`src/rtl/muldiv_if.sv`:
```
// Issue/writeback bundle between the controller and the iterative multiply/divide unit.
interface muldiv_if #(
   parameter int unsigned WIDTH   = 16,
   parameter int unsigned REGBITS = 4
);
   logic               start;
   logic [1:0]         op;
   logic [WIDTH-1:0]   a;
   logic [WIDTH-1:0]   b;
   logic [REGBITS-1:0] dest;
   logic               busy;
   logic               wb_en;
   logic [REGBITS-1:0] wb_addr;
   logic [WIDTH-1:0]   wb_data;

   modport master (output start, op, a, b, dest,
                   input  busy, wb_en, wb_addr, wb_data);
   modport slave  (input  start, op, a, b, dest,
                   output busy, wb_en, wb_addr, wb_data);
endinterface

```
`src/rtl/muldiv_unit.sv`:
```
// Iterative unsigned multiply/divide unit, one bit per clock, single writeback pulse.
// Divider datapath present only when MULDIV_DIV_EN is defined; otherwise ops 10/11 return 0.
module muldiv_unit #(
   parameter int unsigned WIDTH   = 16,
   parameter int unsigned REGBITS = 4
) (
   input  logic     clk,
   input  logic     reset,
   muldiv_if.slave  bus
);
   localparam int unsigned CNTW = $clog2(WIDTH);

   typedef enum logic [1:0] {S_IDLE, S_RUN, S_DONE} state_e;

   state_e               state_q, state_d;
   logic [CNTW-1:0]      cnt_q, cnt_d;
   logic [1:0]           op_q, op_d;
   logic [WIDTH-1:0]     a_q, a_d;
   logic [REGBITS-1:0]   dest_q, dest_d;
   logic [2*WIDTH-1:0]   prod_q, prod_d, prod_step;
   logic [WIDTH:0]       add_sum;
   logic                 last_c;
   logic [WIDTH-1:0]     result_c;
   logic                 busy_q, wb_en_q;
   logic [REGBITS-1:0]   wb_addr_q;
   logic [WIDTH-1:0]     wb_data_q;

`ifdef MULDIV_DIV_EN
   logic [WIDTH-1:0]     b_q, b_d, quo_q, quo_d, rem_q, rem_d, quo_step, rem_step;
   logic [WIDTH:0]       div_shift;
   logic                 div_ge;

   // Restoring division: shift in next dividend bit, subtract divisor if it fits
   always_comb begin
      div_shift = {rem_q, quo_q[WIDTH-1]};
      div_ge    = (div_shift >= {1'b0, b_q});
      rem_step  = div_ge ? (div_shift[WIDTH-1:0] - b_q) : div_shift[WIDTH-1:0];
      quo_step  = {quo_q[WIDTH-2:0], div_ge};
   end
`endif

   // Shift-add: multiplier sits in the low half and is consumed LSB first
   always_comb begin
      add_sum   = {1'b0, prod_q[2*WIDTH-1:WIDTH]} + ({1'b0, a_q} & {(WIDTH+1){prod_q[0]}});
      prod_step = {add_sum, prod_q[WIDTH-1:1]};
   end

   assign last_c = (cnt_q == CNTW'(WIDTH-1));

   always_comb begin
      case (op_q)
         2'b00:   result_c = prod_step[WIDTH-1:0];
         2'b01:   result_c = prod_step[2*WIDTH-1:WIDTH];
`ifdef MULDIV_DIV_EN
         2'b10:   result_c = quo_step;
         2'b11:   result_c = rem_step;
`endif
         default: result_c = '0;
      endcase
   end

   // Next-state and datapath update
   always_comb begin
      state_d = state_q;
      cnt_d   = cnt_q;
      op_d    = op_q;
      a_d     = a_q;
      dest_d  = dest_q;
      prod_d  = prod_q;
`ifdef MULDIV_DIV_EN
      b_d     = b_q;
      quo_d   = quo_q;
      rem_d   = rem_q;
`endif
      case (state_q)
         S_IDLE: begin
            if (bus.start) begin
               state_d = S_RUN;
               cnt_d   = '0;
               op_d    = bus.op;
               a_d     = bus.a;
               dest_d  = bus.dest;
               prod_d  = {WIDTH'(0), bus.b};
`ifdef MULDIV_DIV_EN
               b_d     = bus.b;
               quo_d   = bus.a;
               rem_d   = '0;
`endif
            end
         end
         S_RUN: begin
            cnt_d  = cnt_q + CNTW'(1);
            prod_d = prod_step;
`ifdef MULDIV_DIV_EN
            quo_d  = quo_step;
            rem_d  = rem_step;
`endif
            if (last_c) state_d = S_DONE;
         end
         S_DONE:  state_d = S_IDLE;
         default: state_d = S_IDLE;
      endcase
   end

   always_ff @(posedge clk) begin
      if (reset) begin
         state_q   <= S_IDLE;
         cnt_q     <= '0;
         op_q      <= '0;
         a_q       <= '0;
         dest_q    <= '0;
         prod_q    <= '0;
         busy_q    <= 1'b0;
         wb_en_q   <= 1'b0;
         wb_addr_q <= '0;
         wb_data_q <= '0;
`ifdef MULDIV_DIV_EN
         b_q       <= '0;
         quo_q     <= '0;
         rem_q     <= '0;
`endif
      end else begin
         state_q <= state_d;
         cnt_q   <= cnt_d;
         op_q    <= op_d;
         a_q     <= a_d;
         dest_q  <= dest_d;
         prod_q  <= prod_d;
         busy_q  <= (state_d != S_IDLE);
         wb_en_q <= (state_d == S_DONE);
         // Result is latched on the final iteration so it is stable throughout DONE
         if (state_q == S_RUN && last_c) begin
            wb_addr_q <= dest_q;
            wb_data_q <= result_c;
         end
`ifdef MULDIV_DIV_EN
         b_q   <= b_d;
         quo_q <= quo_d;
         rem_q <= rem_d;
`endif
      end
   end

   assign bus.busy    = busy_q;
   assign bus.wb_en   = wb_en_q;
   assign bus.wb_addr = wb_addr_q;
   assign bus.wb_data = wb_data_q;
endmodule

```
`src/flat_wrapper.sv`:
```
// flat-port wrapper written by rule: the top's interface ports become plain ports
module muldiv_unit_flat 
#(
   parameter int unsigned WIDTH   = 16,
   parameter int unsigned REGBITS = 4
)
  (clk, reset, bus_start, bus_op, bus_a, bus_b, bus_dest, bus_busy, bus_wb_en, bus_wb_addr, bus_wb_data);
  muldiv_if #(.WIDTH(WIDTH), .REGBITS(REGBITS)) bus_i ();
  input  logic clk;
  input  logic reset;
  input wire logic [$bits(bus_i.start)-1:0] bus_start;
  input wire logic [$bits(bus_i.op)-1:0] bus_op;
  input wire logic [$bits(bus_i.a)-1:0] bus_a;
  input wire logic [$bits(bus_i.b)-1:0] bus_b;
  input wire logic [$bits(bus_i.dest)-1:0] bus_dest;
  output wire logic [$bits(bus_i.busy)-1:0] bus_busy;
  output wire logic [$bits(bus_i.wb_en)-1:0] bus_wb_en;
  output wire logic [$bits(bus_i.wb_addr)-1:0] bus_wb_addr;
  output wire logic [$bits(bus_i.wb_data)-1:0] bus_wb_data;
  assign bus_i.start = bus_start;
  assign bus_i.op = bus_op;
  assign bus_i.a = bus_a;
  assign bus_i.b = bus_b;
  assign bus_i.dest = bus_dest;
  assign bus_busy = bus_i.busy;
  assign bus_wb_en = bus_i.wb_en;
  assign bus_wb_addr = bus_i.wb_addr;
  assign bus_wb_data = bus_i.wb_data;
  muldiv_unit #(.WIDTH(WIDTH), .REGBITS(REGBITS)) u_core (.clk(clk), .reset(reset), .bus(bus_i));
endmodule
```
`config.mk`:
```
export PLATFORM = sky130hd
export DESIGN_NAME = muldiv_unit_flat
export DESIGN_NICKNAME = d
export VERILOG_FILES = /design/src/rtl/muldiv_if.sv /design/src/rtl/muldiv_unit.sv /design/src/flat_wrapper.sv
export SDC_FILE = /design/constraint.sdc
export NUM_CORES = 1
export LEC_CHECK = 0
export CAP_MARGIN = 20
export CELL_PAD_IN_SITES_DETAIL_PLACEMENT = 0
export CELL_PAD_IN_SITES_GLOBAL_PLACEMENT = 1
export CORE_UTILIZATION = 40
export CTS_BUF_LIST = sky130_fd_sc_hd__clkbuf_4 sky130_fd_sc_hd__clkbuf_8 sky130_fd_sc_hd__clkbuf_16
export CTS_CLUSTER_SIZE = 24
export DETAILED_ROUTE_END_ITERATION = 8
export PLACE_DENSITY = 0.78
export SLEW_MARGIN = 20
export SYNTH_ARGS = -nofsm -noshare
export SYNTH_HDL_FRONTEND = slang
export SYNTH_SLANG_ARGS = --single-unit
```
`constraint.sdc`:
```
create_clock -name clk -period 3.3 [get_ports clk]
set_input_delay 0.825 -clock clk [delete_from_list [all_inputs] [get_ports clk]]
set_output_delay 0.825 -clock clk [all_outputs]
set_load 0.02 [all_outputs]
```
Word-level counts from Yosys, hierarchy flattened --
Cells that the tools add are included.
Cells by class: bitwise operators 1, reduce and logical (&&, ||, !) cells 7, add/sub/neg operators 2, equal/unequal tests 5, multiplexer cells 8
Operators with widths (number):
- case mux 32 bit (2 select lines) | 1
- two-way mux 32 bit | 1
- case mux 16 bit (2 select lines) | 1
- adder 16 x 17 -> 17 bit | 1
- AND 16 x 17 -> 17 bit | 1
- case mux 4 bit (2 select lines) | 1
- adder 4 x 1 -> 4 bit (second input constant) | 1
- == test 2 x 1 -> 1 bit (second input constant) | 2
- == test 4 bit (second input constant) | 1
- logical NOT 2 bit | 2
- two-way mux 2 bit | 2
- two-way mux 4 bit | 1
- case mux 2 bit (2 select lines) | 1
- AND reduction 2 bit | 2
- nonzero test 2 bit | 2
- == test 2 bit (second input constant) | 1
- inequality test 2 bit (second input constant) | 1
- logical AND 1 bit | 1
Storage, ports and cells: output and inout bits 22, flip-flop bits (word level) 82, logic and storage cells 33

Logic depth before layout (Yosys ltp) --
Gate-level depths: netlist of run 1.
word-level depth 4, depth in mapped cells 10, depth with buffers taken out 9

Worst setup path after synthesis of run 1 --
OpenSTA, ideal clock, no wires.
path type reg-to-reg, from register u_core.prod_q[0], to register u_core.wb_data_q[11], in the netlist u_core.bus.wb_data[11], setup slack 727 ps, data arrival time 2510 ps, clock period less this slack 2573 ps, library setup time 63 ps, stages on the path, launching flop included 11, cell sequence dfxtp_1 -> clkbuf_1 -> and2_1 -> ha_1 -> fa_1 -> a21oi_2 -> o211ai_2 -> and2_4 -> a221o_1 -> a2111o_1 -> nand3_1
On the way: longest elaborated chain between the ends 3
RTL lines:
- start: declaration | RTL line muldiv_unit.sv:20 | logic [2*WIDTH-1:0] prod_q, prod_d, prod_step;
- start signal: assignment | RTL line muldiv_unit.sv:128 | prod_q <= prod_d;
- AND 16 x 17 -> 17 bit | RTL line muldiv_unit.sv:44 | add_sum = {1'b0, prod_q[2*WIDTH-1:WIDTH]} + ({1'b0, a_q} & {(WIDTH+1){prod_q[0]}});
- adder 16 x 17 -> 17 bit | RTL line muldiv_unit.sv:44
- case mux 16 bit (2 select lines) | RTL line muldiv_unit.sv:51 | case (op_q)
- end signal: assignment | RTL line muldiv_unit.sv:134 | wb_data_q <= result_c;
- end: declaration | RTL line muldiv_unit.sv:26 | logic [WIDTH-1:0] wb_data_q;
No other way between the ends. A chain may end at the register's enable or synchronous reset.

Final worst setup path of run 1 --
Same ends and word-level chain as after synthesis.

==> flow_summary.toml, run 1 <==
[status]
status = "complete, no violations"

[logic_synthesis]
synth_cells = 515
ys_async_sr_fraction_pct = 0
synth_area_per_cell_sq_um = 7.95
synthesis.area_sq_um = 4100
synth_ff_type = "dfxtp_1"
synth_edf_count = 0
yosysWarningCount = 0
ys_seq_elements = 82
ys_seq_area_share_pct = 40.1
synth_fp_nets = 574
synth_cell_type_count = 57

[place]
dpl.hpwl_microns = 7900
gp_congestion = 0.876
placement.io_buffers = 62

[sta]
fmax_mhz = 367
rsz0062_at_grt = "false"
worstMarginPinSlew_ns = 0.741
final.setup_skew_ns = 0.00874
final.period_utilization_pct = 82.6
finalHoldViolations = 0
min_period_ns = 2.73
setup_viol = 0
setup_tns_ns = 0
drv_slew = 0
maxSlewHeadroom_pct = 50.4

[grt]
grt_first_pass_wirelength_microns = 17600
track_usage_pct = 21.7
grt_start_max_net_pins = 42
grt_antenna_before_repair = 0
grt_overflow_total = 0
grt_pass1_vias = 3602

[power_and_ir_drop]
vdd_drop_max_mv = 0.191
leakagePower_nw = 2.04
powerDensity_nw_per_um2 = 429
power_mw = 2.18

[clock_network]
clkTransAtPathRegs_ns = 0.08
cts_root_buf = "clkbuf_8"
postCtsSetupBuffers = 0
holdBufCountCts = 0
cts_resized = 0
worstSkewPairLatency_ns = 0.35
cts_tree = "built"
cts_inserted_buffers = 9
clockBufferDepth = 2
cts_max_level = 3
clock-sinks = 82

[detailed_routing]
antenna_left = 0
vias = 3783
drt-vias-per-instance = 5.36
drc = 0
drtPass1Iterations = 4
wl_per_cell_microns = 15.1
drt-total-wl_microns = 10700
first_iter_violations = 192

[cells_and_area]
drive_gt1_share_pct = 7.16
mostFrequentLayoutCells = "dfxtp_1 (82), a21oi_1 (72), nand2_1 (66), nor2_1 (66), clkdlybuf4s50_1 (61)"
fin_nets = 628
final_util_pct = 51.6
layout_commonest_cell = "dfxtp_1"
num_antenna_cells = 0
area_growth_pct = 24.2
n_fill_cell = 999

[setup_path]
cp_data_required_time_ns = 3.59
end_kind = "flip-flop"
startpoint_type = "flip-flop"
crit_type = "flip-flop to flip-flop"
arrival_ns = 3.02
crit_fanout = 17

[floorplan]
die_height_microns = 103
chipWidth_microns = 103
num_io_pins = 63
initial_core_util_pct = 41.5
row_count = 36
core_sq_um = 9860
dieArea_sq_um = 10700

[min_path]
min_path_type = "flip-flop to flip-flop"

[flow_run]
maxCapViolCount = 0
cells in the mapped netlist (3+ instances only):
cell type,instances,area share (%)
xnor2_1,7,1.5
xor2_1,3,0.64
dfxtp_1,82,40
clkbuf_1,21,1.9
o21bai_1,3,0.55
buf_1,3,0.27
and2_1,16,2.4
inv_1,21,1.9
nor3_1,6,0.73
buf_2,4,0.49
nand3b_1,3,0.55
and3_1,11,1.7
nand2_1,66,6.0
a22o_1,6,1.3
ha_1,17,5.2
nor2b_1,4,0.61
a211oi_1,16,2.9
a21oi_2,3,0.64
o2bb2ai_1,6,1.3
nand3_1,11,1.3
a22oi_1,11,2.0
o21ai_0,10,1.2
mux2_2,4,1.1
nand4_1,3,0.46
nor2_1,66,6.0
a21o_1,5,0.92
a21oi_1,72,8.8
kinds of logic (layout without fill, tap and decap cells):
group / Yosys count / in the layout / share of synthesized area (%)
AND/OR/NAND/NOR: 198 / 198 / 22.4
AO/OA/AOI/OAI: 152 / 152 / 23.7
flip-flops: 82 / 82 / 40.1
buffers and inverters: 50 / 108 / 4.70
adder cells (fa/ha/maj): 18 / 18 / 5.68
XOR/XNOR: 10 / 10 / 2.14
multiplexers: 5 / 5 / 1.34
registers in the layout, summed over array words and instances, names as in the netlist:
register and count:
u_core.bus.wb_en 1, u_core.state_q 2, u_core.cnt_q 4, u_core.bus.wb_addr 4
u_core.op_q 2, u_core.bus.busy 1, u_core.prod_q 32, u_core.dest_q 4
u_core.bus.wb_data 16, u_core.a_q 16
critical path, cell delays in order, from the launching register on:
cell      delay [ns]
dfxtp_1         0.44
and2_1          0.20
ha_1            0.21
fa_1            0.43
a21oi_2         0.22
o211ai_2        0.11
and2_4          0.16
a221o_1         0.41
a2111o_1        0.43
nand3_1         0.06
cell type report:
cell class / instances / area (sq um) / share of cell area [%]
clock inverters: 4 / 98.8 / 1.94
multi-input cells: 383 / 2260 / 44.5
well taps: 133 / 166 / 3.27
flip-flops and latches: 82 / 1640 / 32.3
clock buffers: 11 / 151 / 2.98
inverters: 22 / 82.6 / 1.62
repair buffers: 71 / 683 / 13.4
through the flow:
step | hold WS [ns] | setup WS, ns | std cells | area (sq um)
final | 0.452 | 0.575 | 706 | 5090
after global routing | 0.472 | 0.378 | 706 | 5090
after CTS | 0.457 | 0.560 | 706 | 5090
after detailed placement | 0.445 | 0.592 | 691 | 4840
after global placement | 0.443 | 0.651 | 691 | 4840
after floorplan | 0.432 | 0.727 | 515 | 4100
metal layers:
metal	routed length, microns	up-vias	track usage [%]
met3	419	12	3.63
met2	5060	71	36.9
met4	163	0	7.26
met5	0	-	0
li1	-	1908	-
met1	5030	1792	27.8
final timing paths:
path | start | endpoint | slack (ns) | depth (start not counted)
min | u_core.a_q[0] | u_core.a_q[0] | 0.45 | 2
max reg2reg | u_core.prod_q[0] | u_core.bus.wb_data[11] | 0.57 | 9
max | u_core.prod_q[0] | u_core.bus.wb_data[11] | 0.57 | 9
min reg2reg | u_core.a_q[0] | u_core.a_q[0] | 0.45 | 2
where the power goes:
group          internal (mW)  leakage, nW  total [mW]  switching (mW)
Combinational          0.103         1.25       0.227           0.124
Sequential              1.03        0.669        1.05          0.0262
Clock                  0.542        0.126       0.901           0.360
Total                   1.67         2.04        2.18           0.510
(Power assumes the default switching activity.)
==> run 2, diff against run 1 <==
--- a/config.mk
+++ b/config.mk
@@ -8,11 +8,11 @@
 export CAP_MARGIN = 20
 export CELL_PAD_IN_SITES_DETAIL_PLACEMENT = 0
 export CELL_PAD_IN_SITES_GLOBAL_PLACEMENT = 1
-export CORE_UTILIZATION = 40
+export CORE_UTILIZATION = 36
 export CTS_BUF_LIST = sky130_fd_sc_hd__clkbuf_4 sky130_fd_sc_hd__clkbuf_8 sky130_fd_sc_hd__clkbuf_16
 export CTS_CLUSTER_SIZE = 24
 export DETAILED_ROUTE_END_ITERATION = 8
-export PLACE_DENSITY = 0.78
+export PLACE_DENSITY = 0.74
 export SLEW_MARGIN = 20
 export SYNTH_ARGS = -nofsm -noshare
 export SYNTH_HDL_FRONTEND = slang
==> constraint.sdc (replaced) <==
create_clock -name clk -period 2.3 [get_ports clk]
set_input_delay 0.575 -clock clk [delete_from_list [all_inputs] [get_ports clk]]
set_output_delay 0.575 -clock clk [all_outputs]
set_load 0.02 [all_outputs]
==> flow_summary.toml, run 2 (same netlist as run 1, synthesis figures left out) <==
[detailed_routing]
drt-vias-per-instance = 5.28
drt-total-wl_microns = 11500
wl_met2_microns = 5560
dr_wl_met3_microns = 519
top_layer = "met4"
drtPass1Iterations = 4
wl_per_cell_microns = 15.3
first_iter_violations = 213
drc = 0
wl_met1_microns = 5280
vias = 3955
antenna_left = 0

[power_and_ir_drop]
power_frac_seq_pct = 45.3
vdd_drop_max_mv = 0.341
net-switching-power_mw = 0.814
power_mw = 3.33
powerDensity_nw_per_um2 = 594
p_int_mw = 2.52
comb_power_share_pct = 10.9
p_sw_share_pct = 24.4
leakagePower_nw = 2.26
clock_power_share_pct = 43.8

[clock_network]
clock-sinks = 82
cts_max_level = 3
cts_inserted_buffers = 9
cts_root_buf = "clkbuf_16"
holdBufCountCts = 0
clockBufferDepth = 2
cts_tree = "built"
clkTransAtPathRegs_ns = 0.06
worstSkewPairLatency_ns = 0.33

[sta]
min_period_ns = 2.41
finalHoldViolations = 0
hold_slack_ns = 0.456
layout_setup_ws_ns = -0.109
final.period_utilization_pct = 105
drv_slew = 0
setup_viol = 3
setup_tns_ns = -0.160
maxSlewHeadroom_pct = 53.9
final.setup_skew_ns = 0.00562
rsz0062_at_grt = "true"
worstMarginPinSlew_ns = 0.688
fmax_mhz = 415

[floorplan]
initial_core_util_pct = 37.3
core_sq_um = 11000
chipWidth_microns = 109
row_count = 38
die_height_microns = 109
dieArea_sq_um = 11800
num_io_pins = 63

[setup_path]
cp_data_required_time_ns = 2.57
end_kind = "flip-flop"
crit_fanout = 6
startpoint_type = "flip-flop"
crit_type = "flip-flop to flip-flop"
arrival_ns = 2.68

[min_path]
min_path_type = "flip-flop to flip-flop"

[place]
gp_congestion = 0.829
pre_cts_slack_ns = -0.150
placed_cells = 725
place_area_sq_um = 5070
dpl.hpwl_microns = 8250
placement.io_buffers = 62

[grt]
grt_overflow_total = 0
track_usage_pct = 20.3
grt_antenna_before_repair = 0
grt_start_max_net_pins = 42
grt_pass1_vias = 3925
grt_first_pass_wirelength_microns = 18800

[cells_and_area]
largest_reg_flops = 32
drive_gt1_share_pct = 17.2
area_growth_pct = 36.9
fin_cells = 749
layout_commonest_cell = "dfxtp_1"
regMostFlops = "u_core.prod_q"
n_fill_cell = 1077
num_antenna_cells = 0
final_util_pct = 51.1
fin_nets = 663
fin_area_sq_um = 5610
mostFrequentLayoutCells = "dfxtp_1 (81), a21oi_1 (71), nand2_1 (66), nor2_1 (66), clkdlybuf4s50_1 (61)"

[flow_run]
maxCapViolCount = 0

[status]
status = "complete, but fails checks"
violations = "negative setup slack"
## run 2: cell count changes in the layout (fill, tap and decap cells not counted), moves of 3 or more
| cell | delta |
|---|---|
| buf_4 | +33 |
| clkbuf_16 | +9 |
| clkbuf_8 | -10 |
| ha_1 | -7 |
| ha_4 | +6 |
| nand3_1 | -3 |
| nand3_2 | +3 |
## run 2: worst max-delay path: stages, from the launching register on
cell      delay (ns)
dfxtp_4         0.35
and2_4          0.14
ha_4            0.16
fa_2            0.37
a21oi_2         0.18
o211ai_2        0.12
and2_4          0.16
a221o_1         0.40
a2111o_1        0.39
nand3_1         0.07
## run 2: final cells by class
cell class	instances	area (sq um)	area share [%]
multi-input combinational	383	2460	43.8
clock inverter	6	63.8	1.14
clock buffer	10	239	4.26
timing repair buffer	106	947	16.9
inverter	22	82.6	1.47
sequential	82	1650	29.3
tap	140	175	3.12
## run 2: power groups by stage
| stage | Combinational (mW) | Clock [mW] | Sequential (mW) |
|---|---|---|---|
| 3_5_place_dp | 0.353 | 0 | 1.54 |
| 2_1_floorplan | 0.204 | 0 | 1.53 |
| 4_1_cts | 0.360 | 1.50 | 1.51 |
| 6_report | 0.363 | 1.46 | 1.51 |
| 3_3_place_gp | 0.349 | 0 | 1.54 |
| 5_1_grt | 0.407 | 1.55 | 1.52 |
## run 2: final timing paths
check | start | endpoint | slack (ns) | cells past startpoint
worst min register to register | u_core.a_q[0] | u_core.a_q[0] | 0.46 | 2
worst max register to register | u_core.prod_q[0] | u_core.bus.wb_data[11] | -0.11 | 9
worst min-delay path | u_core.a_q[0] | u_core.a_q[0] | 0.46 | 2
worst max-delay path | u_core.prod_q[0] | u_core.bus.wb_data[11] | -0.11 | 9
## run 2: layer usage
| metal | vias to the layer above | track usage, % |
|---|---|---|
| li1 | 1979 | - |
| met1 | 1876 | 26.8 |
| met2 | 92 | 33.6 |
| met3 | 8 | 3.89 |
| met4 | 0 | 6.08 |
| met5 | - | 0 |
## run 2: what timing repair did
item | CTS | global route
gates resized for setup | 9 | 22
setup endpoints to repair | 8 | 14
buffers inserted | 4 | 4
pin swaps | 1 | 9
==> RTL change: new RTL, flow settings as in run 2 <==
Build with the macro `MULDIV_DIV_EN` defined.
--- a/src/rtl/muldiv_unit.sv
+++ b/src/rtl/muldiv_unit.sv
@@ -1,5 +1,7 @@
 // Iterative unsigned multiply/divide unit, one bit per clock, single writeback pulse.
 // Divider datapath present only when MULDIV_DIV_EN is defined; otherwise ops 10/11 return 0.
+`define MULDIV_DIV_EN
+
 module muldiv_unit #(
    parameter int unsigned WIDTH   = 16,
    parameter int unsigned REGBITS = 4
Function: no difference found for any inputs over 10 cycles, from zero or initial values and one cycle with reset high; that may be too few to reach the edited logic, so the function may still have changed.
==> RTL change against run 2 <==
The flow still finishes with violations (setup timing); highest routed layer unchanged; global-route usage grew 3.2 points; maximum frequency shrank 15%; first-iteration DRC count grew to 2.6 times the old value; area after synthesis grew 75%; largest power group is now combinational logic; total power grew to 3.6 times the old value; cell area grew 83%; setup slack lost 0.43 ns; sequential share of layout area shrank 3.8 points; sequential cell count grew 48; routed wire length grew 100%.
==> RTL change: results (changes against run 2) <==
| Metric | Value |
|---|---|
| Hold path startpoint | u_core.a_q[13]$_SDFFE_PP0P_ (was u_core.a_q[0]$_SDFFE_PP0P_) |
| Met1 usage | 32.2% (was 26.8%) |
| H-Tree Depth | 4 (was 3) |
| Routing usage on met2 | 37.3% (was 33.6%) |
| Placed cells | 1313 (was 725) |
| Critical Path Fanout Max | 7 (was 6) |
| Clock buffer count from CTS | 17 (was 9) |
| Most frequent cells after synthesis | 147 x nor2_1, 130 x dfxtp_1, 115 x nand2_1 (was 82 x dfxtp_1, 72 x a21oi_1, 66 x nand2_1, 66 x nor2_1) |
| Mapped Nets | 993 (was 574) |
| Most numerous cell in the Yosys netlist | nor2_1 (was dfxtp_1) |
| WL final | 23400 um (was 11500 um) |
| Status | complete, but fails checks (unchanged) |
| Failing checks | setup timing (unchanged) |
| Final WS setup | -0.540 ns (was -0.109 ns) |
| Setup violations, final | 41 (was 3) |
| Post-synthesis sequential area ratio | 36.3% (was 40.1%) |
| DR vias | 7054 (was 3955) |
| Worst slack at placement | -0.573 ns (was -0.150 ns) |
| Ranking of synthesized cells by area | dfxtp_1 36%, nor2_1 7.7%, a21oi_1 6.8% (was dfxtp_1 40%, a21oi_1 8.8%, nand2_1 6.0%) |
| Share of layout cells above drive strength 1 | 26.9% (was 17.2%) |
| Slowest-stage cell, CP | dfxtp_4 (was a221o_1) |
| Critical Path AT | 3.15 ns (was 2.68 ns) |
| DRT iter0 DRCs | 555 (was 213) |
| GPL Wtd Cong | 0.840 (was 0.829) |
| First-pass GRT wire length | 36500 um (was 18800 um) |
| Worst Skew | 0.00698 ns (was 0.00562 ns) |
| Pin count of the biggest net entering global routing | 108 (was 42) |
| DRT Pass-1 Iters | 5 (was 4) |
| GR Util met3 | 3.25% (was 3.89%) |
| R2R Path End | u_core.bus.wb_data[14]$_SDFFE_PP0P_ (was u_core.bus.wb_data[11]$_SDFFE_PP0P_) |
| Leak pwr | 4.21 nW (was 2.26 nW) |
| Synth unique cells | 59 (was 57) |
| Worst skew pair latency | 0.42 ns (was 0.33 ns) |
| Max transition margin | 60.4% (was 53.9%) |
| Total track usage | 23.6% (was 20.3%) |
| Fill cells | 1814 (was 1077) |
## RTL change: cell types whose count changed after synthesis, sizes merged, moves of 10 or more
cell,delta
nor3,+27
a211oi,-14
dfxtp,+48
xnor2,+10
mux2i,+23
o21ai,+30
nand2,+48
nor2,+81
ha,+16
clkbuf,+24
a21oi,+25
nor2b,+34
## RTL change: through the flow
stage                     instance area (um^2)  setup TNS, ns
after floorplan                           7330          -3.88
after global placement                    8990         -11.55
after detailed placement                  8990         -11.34
after CTS                                 9880         -11.78
after global routing                     10300         -16.68
final                                    10300         -12.15
## RTL change: cell type report
class | count | area share [%]
flip-flops and latches | 130 | 25.5
repair buffers | 199 | 17.0
multi-input cells | 702 | 47.7
clock buffers | 21 | 4.49
inverters | 28 | 1.02
clock inverters | 11 | 1.10
well taps | 265 | 3.23
## RTL change: logic make-up after synthesis
logic type                 count (synthesis)  synth area share, %
AOI/OAI and AO/OA                        233                 21.2
xor gates and xnor gates                  26                 3.18
adders and majority gates                 35                 6.32
buffers and inverters                     85                 5.32
DFF                                      130                 36.3
muxes                                     30                 4.29
and+or+nand+nor                          378                 23.3
## RTL change: power by group
group	total, mW	internal, mW	switching (mW)
combinational	6.76	3.63	3.13
sequential	2.64	2.47	0.177
clock	2.68	1.64	1.03
## RTL change: layer usage
metal / routed length [um] / up-vias
met5: 0 / -
met4: 460 / 0
met3: 985 / 33
met2: 10900 / 181
met1: 11000 / 3358
li1: - / 3482
## RTL change: timing repair
| item | in CTS | in global routing |
|---|---|---|
| cloned | 0 | 0 |
| buffers inserted | 6 | 8 |
| pin swaps | 19 | 32 |
| endpoints found under the setup margin | 41 | 44 |
| gates resized for setup | 52 | 64 |
